==> config.mk <==
export PLATFORM = sky130hd
export DESIGN_NAME = rr_interval
export DESIGN_NICKNAME = d
export VERILOG_FILES = /design/src/rtl/rr_interval.sv
export SDC_FILE = /design/constraint.sdc
export NUM_CORES = 1
export LEC_CHECK = 0
export ABC_AREA = 0
export BUFFER_PORTS_ARGS = -buffer_cell sky130_fd_sc_hd__buf_4
export CAP_MARGIN = 20
export CORE_MARGIN = 3
export CORE_UTILIZATION = 35
export CTS_BUF_LIST = sky130_fd_sc_hd__clkbuf_8 sky130_fd_sc_hd__clkbuf_16
export CTS_CLUSTER_DIAMETER = 50
export DETAILED_ROUTE_END_ITERATION = 6
export PLACE_DENSITY = 0.53
export SLEW_MARGIN = 20
export SYNTH_ARGS = -nofsm -noshare
export SYNTH_HDL_FRONTEND = slang
export SYNTH_SLANG_ARGS = --single-unit
==> constraint.sdc <==
create_clock -name clk -period 8.8 [get_ports clk]
set_clock_uncertainty 0.1 [all_clocks]
set_input_delay 0 -clock clk [delete_from_list [all_inputs] [get_ports clk]]
set_output_delay 0 -clock clk [all_outputs]
set_load 0.05 [all_outputs]
==> src/rtl/rr_interval.sv <==
// rtl/rr_interval.sv - RR interval tracker with 4-interval averaged heart-rate divider
module rr_interval #(
  parameter int FS      = 360,
  parameter int REFRACT = 72,
  parameter int MAX_RR  = 4095
) (
  input  logic        clk,
  input  logic        rst,
  input  logic        r_peak,
  output logic [11:0] rr,
  output logic        rr_valid,
  output logic [7:0]  bpm,
  output logic        bpm_valid,
  output logic        no_beat
);

  localparam logic [14:0] DIVIDEND  = 15'(60 * FS);
  localparam logic [11:0] REFRACT_C = 12'(REFRACT);
  localparam logic [11:0] MAX_RR_C  = 12'(MAX_RR);

  typedef enum logic       {ACQ, TRACK} trk_state_t;
  typedef enum logic [1:0] {D_IDLE, D_BUSY, D_DONE} div_state_t;

  trk_state_t  trk_state, trk_state_n;
  div_state_t  div_state, div_state_n;

  logic        r_prev, armed, peak_event;
  logic        acq_load, accept, timeout;
  logic [11:0] cnt;
  logic [11:0] hist [4];
  logic [1:0]  hist_wr;
  logic [2:0]  hist_cnt;
  logic [13:0] sum;

  logic        div_start, div_last, q_bit;
  logic [3:0]  iter;
  logic [14:0] quo, quo_n;
  logic [11:0] rem, rem_n, divisor;
  logic [12:0] rem_sh;

  // armed stays low until r_peak has been seen low, so a level held across reset is not an event
  assign peak_event = r_peak && !r_prev && armed;

  always_ff @(posedge clk) begin
    if (rst) begin
      r_prev <= 1'b0;
      armed  <= 1'b0;
    end else begin
      r_prev <= r_peak;
      if (!r_peak) armed <= 1'b1;
    end
  end

  always_ff @(posedge clk) begin
    if (rst) trk_state <= ACQ;
    else     trk_state <= trk_state_n;
  end

  always_comb begin
    trk_state_n = trk_state;
    case (trk_state)
      ACQ:     if (peak_event) trk_state_n = TRACK;
      TRACK:   if (timeout) trk_state_n = ACQ;
      default: trk_state_n = ACQ;
    endcase
  end

  // An event coinciding with the timeout wins because cnt == MAX_RR already clears the refractory test
  always_comb begin
    acq_load = 1'b0;
    accept   = 1'b0;
    timeout  = 1'b0;
    case (trk_state)
      ACQ:   acq_load = peak_event;
      TRACK: begin
        accept  = peak_event && (cnt >= REFRACT_C);
        timeout = !accept && (cnt >= MAX_RR_C);
      end
      default: ;
    endcase
  end

  always_ff @(posedge clk) begin
    if (rst) begin
      cnt      <= '0;
      rr       <= '0;
      rr_valid <= 1'b0;
      no_beat  <= 1'b0;
      hist_wr  <= '0;
      hist_cnt <= '0;
      sum      <= '0;
      for (int i = 0; i < 4; i++) hist[i] <= '0;
    end else begin
      rr_valid <= accept;
      if (acq_load) begin
        cnt     <= 12'd1;
        no_beat <= 1'b0;
      end else if (accept) begin
        cnt           <= 12'd1;
        rr            <= cnt;
        hist[hist_wr] <= cnt;
        hist_wr       <= hist_wr + 2'd1;
        sum           <= sum + {2'b00, cnt} - {2'b00, hist[hist_wr]};
        if (hist_cnt != 3'd4) hist_cnt <= hist_cnt + 3'd1;
      end else if (timeout) begin
        cnt      <= '0;
        no_beat  <= 1'b1;
        hist_wr  <= '0;
        hist_cnt <= '0;
        sum      <= '0;
        for (int i = 0; i < 4; i++) hist[i] <= '0;
      end else if (trk_state == TRACK && cnt < MAX_RR_C) begin
        cnt <= cnt + 12'd1;
      end
    end
  end

  assign div_start = rr_valid && (hist_cnt == 3'd4);

  always_ff @(posedge clk) begin
    if (rst) div_state <= D_IDLE;
    else     div_state <= div_state_n;
  end

  always_comb begin
    div_state_n = div_state;
    if (timeout) begin
      div_state_n = D_IDLE;
    end else begin
      case (div_state)
        D_IDLE:  if (div_start) div_state_n = D_BUSY;
        D_BUSY:  if (iter == 4'd14) div_state_n = D_DONE;
        D_DONE:  div_state_n = D_IDLE;
        default: div_state_n = D_IDLE;
      endcase
    end
  end

  always_comb begin
    bpm_valid = (div_state == D_DONE);
    div_last  = (div_state == D_BUSY) && (iter == 4'd14);
  end

  // One restoring step: dividend bits leave quo's MSB as quotient bits enter its LSB
  always_comb begin
    rem_sh = {rem, quo[14]};
    q_bit  = (rem_sh >= {1'b0, divisor});
    rem_n  = q_bit ? 12'(rem_sh - {1'b0, divisor}) : rem_sh[11:0];
    quo_n  = {quo[13:0], q_bit};
  end

  always_ff @(posedge clk) begin
    if (rst) begin
      iter    <= '0;
      quo     <= '0;
      rem     <= '0;
      divisor <= '0;
      bpm     <= '0;
    end else if (timeout) begin
      bpm <= '0;
    end else if (div_state == D_IDLE && div_start) begin
      iter    <= '0;
      quo     <= DIVIDEND;
      rem     <= '0;
      divisor <= sum[13:2];
    end else if (div_state == D_BUSY) begin
      iter <= iter + 4'd1;
      quo  <= quo_n;
      rem  <= rem_n;
      if (div_last) bpm <= (quo_n > 15'd255) ? 8'hFF : quo_n[7:0];
    end
  end

endmodule

Yosys cells after proc, flatten, opt, wreduce, memory -nomap -nowiden

Memories as Yosys holds them, arrays and structs flattened. A register that Yosys moved wholly into a read port is not among the register bits.
Index checks and enable logic that the tools add are counted.

Bits in registers: 101
Memories kept: 1
Memory bits (writable): 48
Logic and storage cells: 121
Output and inout port bits: 23

Bitwise logic cells: 9
$add $sub $neg: 7
$lt $le $gt $ge: 5
Reductions and logical operators: 26
Equal/unequal tests: 8
Mux-type cells: 48

Memories:

| name | depth | bits a word | read ports | clocked after Yosys merged registers in | wr ports | RTL line | text |
|---|---|---|---|---|---|---|---|
| hist | 4     | 12          | 1          | 1                                       | 4        | 30       | `logic [11:0] hist [4];` |

Operators by type and width:

| kind                  | count |
|---|---|
| $mux 12               | 8 |
| $mux 15               | 2 |
| $mux 14               | 2 |
| $mux 1                | 21 |
| $gt 15x8->1 const B   | 1 |
| $add 14x12->14        | 1 |
| $mux 2                | 7 |
| $sub 14x12->14        | 1 |
| $ge 13x12->1          | 1 |
| $add 12x1->12 const B | 1 |
| $ge 12x12->1 const B  | 1 |
| $ge 12x7->1 const B   | 1 |
| $lt 12x12->1 const B  | 1 |
| $reduce_and 2->1      | 6 |
| $reduce_or 12->1      | 1 |
| $sub 12x12->12        | 1 |
| $mux 3                | 3 |
| $logic_and 1x1->1     | 8 |
| $mux 4                | 2 |
| $mux 8                | 1 |
| $reduce_and 3->1      | 2 |
| $not 1->1             | 5 |
| $add 4x1->4 const B   | 1 |
| $eq 4x4->1 const B    | 1 |
| 17 further kinds      | 24 |

Longest topological paths before layout

Depth in word-level cells: 14
Gate-level depth with buffers: 12
Gate-level depth less buffers: 12

Worst setup path before layout

No wires, ideal clock.

Path type: register to register
From: register with a tool-made name
To: register sum[11]
Stages on the path, launching flop included: 13
Path buffers: 1
Setup time: 0.117 ns
Slack: 5.262 ns
Data arrival time: 3.322 ns
Cells stage by stage: dfxtp_1 > buf_2 > mux4_2 > fa_1 > inv_1 > ha_1 > o211ai_1 > o21ai_0 > o21a_1 > a21oi_1 > o21ai_0 > xor2_1 > a22o_1

RTL lines:

| what                 | RTL line | text |
|---|---|---|
| to (signal assigned) | 103      | `sum <= sum + {2'b00, cnt} - {2'b00, hist[hist_wr]};` |
| to (decl)            | 33       | `logic [13:0] sum;` |

==> summary by stage <==
Cells and area
The fraction of final layout cells with drive strength greater than 1 is 10.9%. The number of antenna diodes in the final layout is 0. The final net count is 843. Fill cells in the final layout number 2,024. Relative to the synthesized area, the layout overhead comes to 12.6%. The share of the core filled with cells is 41.0%.

Clock network
For the worst-skew pair, the clock arrives at the later sink with an insertion delay of 420 ps. The number of buffers added by the clock tree synthesis step is 17. The maximum buffer depth of the clock tree is 2. The number of clock sinks is 151. The buffer cell driving the clock tree root is sky130_fd_sc_hd__clkbuf_16.

Post-CTS timing repair inserted 0 buffers for setup. The H-tree depth is 4. The clock-pin slew on the worst setup and hold paths is 70 ps.

The post-cts repair resize count is 0. The TritonCTS clock tree is yes.

Logic synthesis
In the synthesized netlist, the cells that appear most often are 105 x sky130_fd_sc_hd__nor2_1, 103 x sky130_fd_sc_hd__dfxtp_1, 94 x sky130_fd_sc_hd__nand2_1. Counting flops with an async set or reset pin after synthesis yields a share of 0%. The number of standard cells after synthesis is 775. The share of synthesized area in the top cell type comes to 27.5%. The sequential fraction of the synthesis area is 46.7%. Synthesis inferred 151 register bits. By area the synthesized netlist is led by sky130_fd_sc_hd__dfxtp_1 27%, sky130_fd_sc_hd__edfxtp_1 19%, sky130_fd_sc_hd__ha_1 6.0%.

The number of nets in the synthesized netlist is 827. Yosys printed 0 warnings. The most used flip-flop cell after synthesis is sky130_fd_sc_hd__dfxtp_1. By instance count, the leading cell after synthesis is sky130_fd_sc_hd__nor2_1.

The post-synthesis area per instance is 9.68 um^2. The number of different library cells used by synthesis comes to 67. The netlist area before placement is 7500 um^2. The number of flops mapped to enable cells by yosys is 48. The most area-hungry cell type in the Yosys netlist is sky130_fd_sc_hd__dfxtp_1.

GRT
The initial antenna violation count was 0. The number of global-route vias before repair came to 5,209. The remaining global-route overflow is 0. The first global-routing pass estimated 27,200 um of wire. Across every metal layer, demand over resource in global routing totals 14.3%. The maximum number of pins on one net before global-route repair is 64.

Worst setup path
The critical path buffer and inverter count is 1. The type of the worst setup path is reg -> reg. The data arrival time of the worst path is 4220 ps. The signal on the critical path passes through mux4_2, fa_1, inv_1, fa_1, a211oi_1, o21bai_1, o22ai_1, a2bb2oi_1, nor2b_1, xnor2_1, a22o_1. The stage delay of the slowest cell on the critical path is 800 ps. The slowest stage cell on the critical path is sky130_fd_sc_hd__dfxtp_1. Across all register-to-register paths, the minimum setup slack is 4790 ps. The most numerous cell on the critical path is sky130_fd_sc_hd__fa_1. Along the worst path, the maximum fanout reaches 12. The family of cells with the greatest summed delay on the critical path is compound AO/OA/AOI/OAI gates. The required time of the critical path is 9020 ps. The worst setup path is launched from a register. STA classifies the critical path endpoint as a register.

Run status
The flow ran to the end, and the final reports show no timing, DRC or antenna violations.

Floorplanning
The floorplan step defined a core boundary enclosing 20,600 um^2. After floorplanning, the core was divided into 52 placement rows. From bottom edge to top edge, the die measures 152 um. 26 I/O pins were placed. The starting density of the core is 36.4%. The floorplan step defined a die boundary enclosing 23,200 um^2.

The horizontal die dimension is 152 um.

Routing
Dividing the detail-routed via count by the number of cells gives 4.97. The number of DRC markers in iteration 0 is 315. For this block, the routed nets add up to 16,300 um of wire.

The number of antenna-violating nets in the routed design is 0. The number of remaining DRC errors is 0. The first detailed-routing pass ran for 4 iterations. The routed length per instance is 15.1 um.

The routed layout has 5,339 vias.

Place
The wire-length estimate of the detail-placed layout is 11,800 um. Input and output buffers added on the ports amount to 25. The global placer's final weighted congestion is 0.804.

Timing
The transition time at the pin with the least slew margin is 991 ps. The setup TNS after final layout is 0 ps. The worst pin sits at a relative slew slack of 33.7%.

In the finished design, the share of the clock period the worst path needs comes to 45.5%. The minimum period implied by the final worst setup slack is 4010 ps. For this run, the top clock speed supported by timing is 250 MHz. Setup repair after global routing left no endpoint under its margin. The final-report max-slew violation count was 0. The final-report setup violation count is 0. The number of endpoints with negative hold slack in the final report is 0.

Min path
The kind of path behind the tightest hold check is in -> reg.

Job
The number of max-cap violations is 0.

Power
The leakage power total is 3.07 nW. The peak supply drop is 0.000131 V. For this design the ratio of total power to cell area is 176 nW/um^2.
-- report_power, final --
| group | internal, mW | total [mW] | switching (mW) |
|---|---|---|---|
| Sequential | 0.730 | 0.735 | 0.00527 |
| Clock | 0.389 | 0.711 | 0.322 |
| Combinational | 0.0148 | 0.0431 | 0.0284 |
-- worst paths after layout --
check,from,cells after the start,to
setup / recovery,register,11,sum[10]
hold / removal,rst,2,quo[6]
hold reg to reg,armed,2,armed
setup reg to reg,register,11,sum[10]
-- sequential cells by signal, summed over array words and instances, names as in the netlist, 3 cells and up, named ones only --
register	count
rr	12
cnt	12
hist_cnt	3
divisor	12
quo	15
hist	48
sum	14
iter	4
bpm	8
rem	12
-- cells by family (layout without fill, tap and decap cells) --
logic type / count (synthesis) / in the layout / synth area share [%]
XOR/XNOR: 29 / 29 / 3.39
flip-flops: 151 / 151 / 46.7
multiplexers: 22 / 22 / 4.94
buffers and inverters: 102 / 131 / 5.84
AO/OA/AOI/OAI: 150 / 150 / 13.6
AND/OR/NAND/NOR: 272 / 272 / 16.1
adder cells (fa/ha/maj): 49 / 49 / 9.47
-- worst register-to-register path, stage by stage (launching register included) --
cell	delay [ps]
sky130_fd_sc_hd__dfxtp_1	800
sky130_fd_sc_hd__mux4_2	600
sky130_fd_sc_hd__fa_1	490
sky130_fd_sc_hd__inv_1	70
sky130_fd_sc_hd__fa_1	470
sky130_fd_sc_hd__a211oi_1	330
sky130_fd_sc_hd__o21bai_1	160
sky130_fd_sc_hd__o22ai_1	230
sky130_fd_sc_hd__a2bb2oi_1	230
sky130_fd_sc_hd__nor2b_1	180
sky130_fd_sc_hd__xnor2_1	70
sky130_fd_sc_hd__a22o_1	170
-- through the flow --
step / hold slack [ps] / cell area (um^2) / setup slack (ps) / power, mW / cells
final: 13.0 / 8450 / 4790 / 1.49 / 1074
after global routing: 27.1 / 8450 / 4480 / 1.54 / 1074
after CTS: 6.66 / 8450 / 4760 / 1.50 / 1074
after detailed placement: 105 / 7870 / 4760 / 0.793 / 1041
after global placement: 101 / 7870 / 4770 / 0.793 / 1041
after floorplan: -4.11 / 7500 / 5260 / 0.782 / 775
-- cells in the final DEF, fill, tap and decap left out, types with 4 or more instances in the layout --
cell and instances:
sky130_fd_sc_hd__a211oi_1 5, sky130_fd_sc_hd__a21o_1 6, sky130_fd_sc_hd__a21oi_1 54, sky130_fd_sc_hd__a22o_1 6, sky130_fd_sc_hd__a22oi_1 9, sky130_fd_sc_hd__a31oi_1 9
sky130_fd_sc_hd__buf_4 26, sky130_fd_sc_hd__clkbuf_16 18, sky130_fd_sc_hd__clkinv_1 4, sky130_fd_sc_hd__dfxtp_1 103, sky130_fd_sc_hd__edfxtp_1 48, sky130_fd_sc_hd__fa_1 13
sky130_fd_sc_hd__ha_1 36, sky130_fd_sc_hd__inv_1 68, sky130_fd_sc_hd__inv_6 7, sky130_fd_sc_hd__mux2i_1 10, sky130_fd_sc_hd__mux4_2 12, sky130_fd_sc_hd__nand2_1 94
sky130_fd_sc_hd__nand3_1 18, sky130_fd_sc_hd__nand4_1 6, sky130_fd_sc_hd__nor2_1 105, sky130_fd_sc_hd__nor2b_1 6, sky130_fd_sc_hd__nor3_1 15, sky130_fd_sc_hd__nor4_1 5
sky130_fd_sc_hd__o21a_1 6, sky130_fd_sc_hd__o21ai_0 14, sky130_fd_sc_hd__o22ai_1 10, sky130_fd_sc_hd__xnor2_1 21, sky130_fd_sc_hd__xor2_1 8
-- layer usage --
metal / track usage [%] / vias to the layer above / wire [um]
met4: 4.20 / 0 / 146
met3: 2.81 / 13 / 491
met5: 0 / - / 0
li1: - / 2713 / -
met2: 23.6 / 86 / 7710
met1: 19.2 / 2527 / 7910
-- final cells by class --
cell class / count / area [um^2] / area share (%)
clock inverters: 14 / 123 / 1.45
flip-flops and latches: 151 / 3500 / 41.5
repair buffers: 27 / 205 / 2.43
multi-input cells: 522 / 3560 / 42.1
well taps: 270 / 338 / 4.00
clock buffers: 18 / 450 / 5.33
inverters: 72 / 270 / 3.20
-- timing repair --
item,4_1_cts,5_1_grt
endpoints found under the setup margin,0,0
hold buffers,1,0
hold endpoints to repair,2,0
No activity file was read; power rests on OpenSTA's default activity.
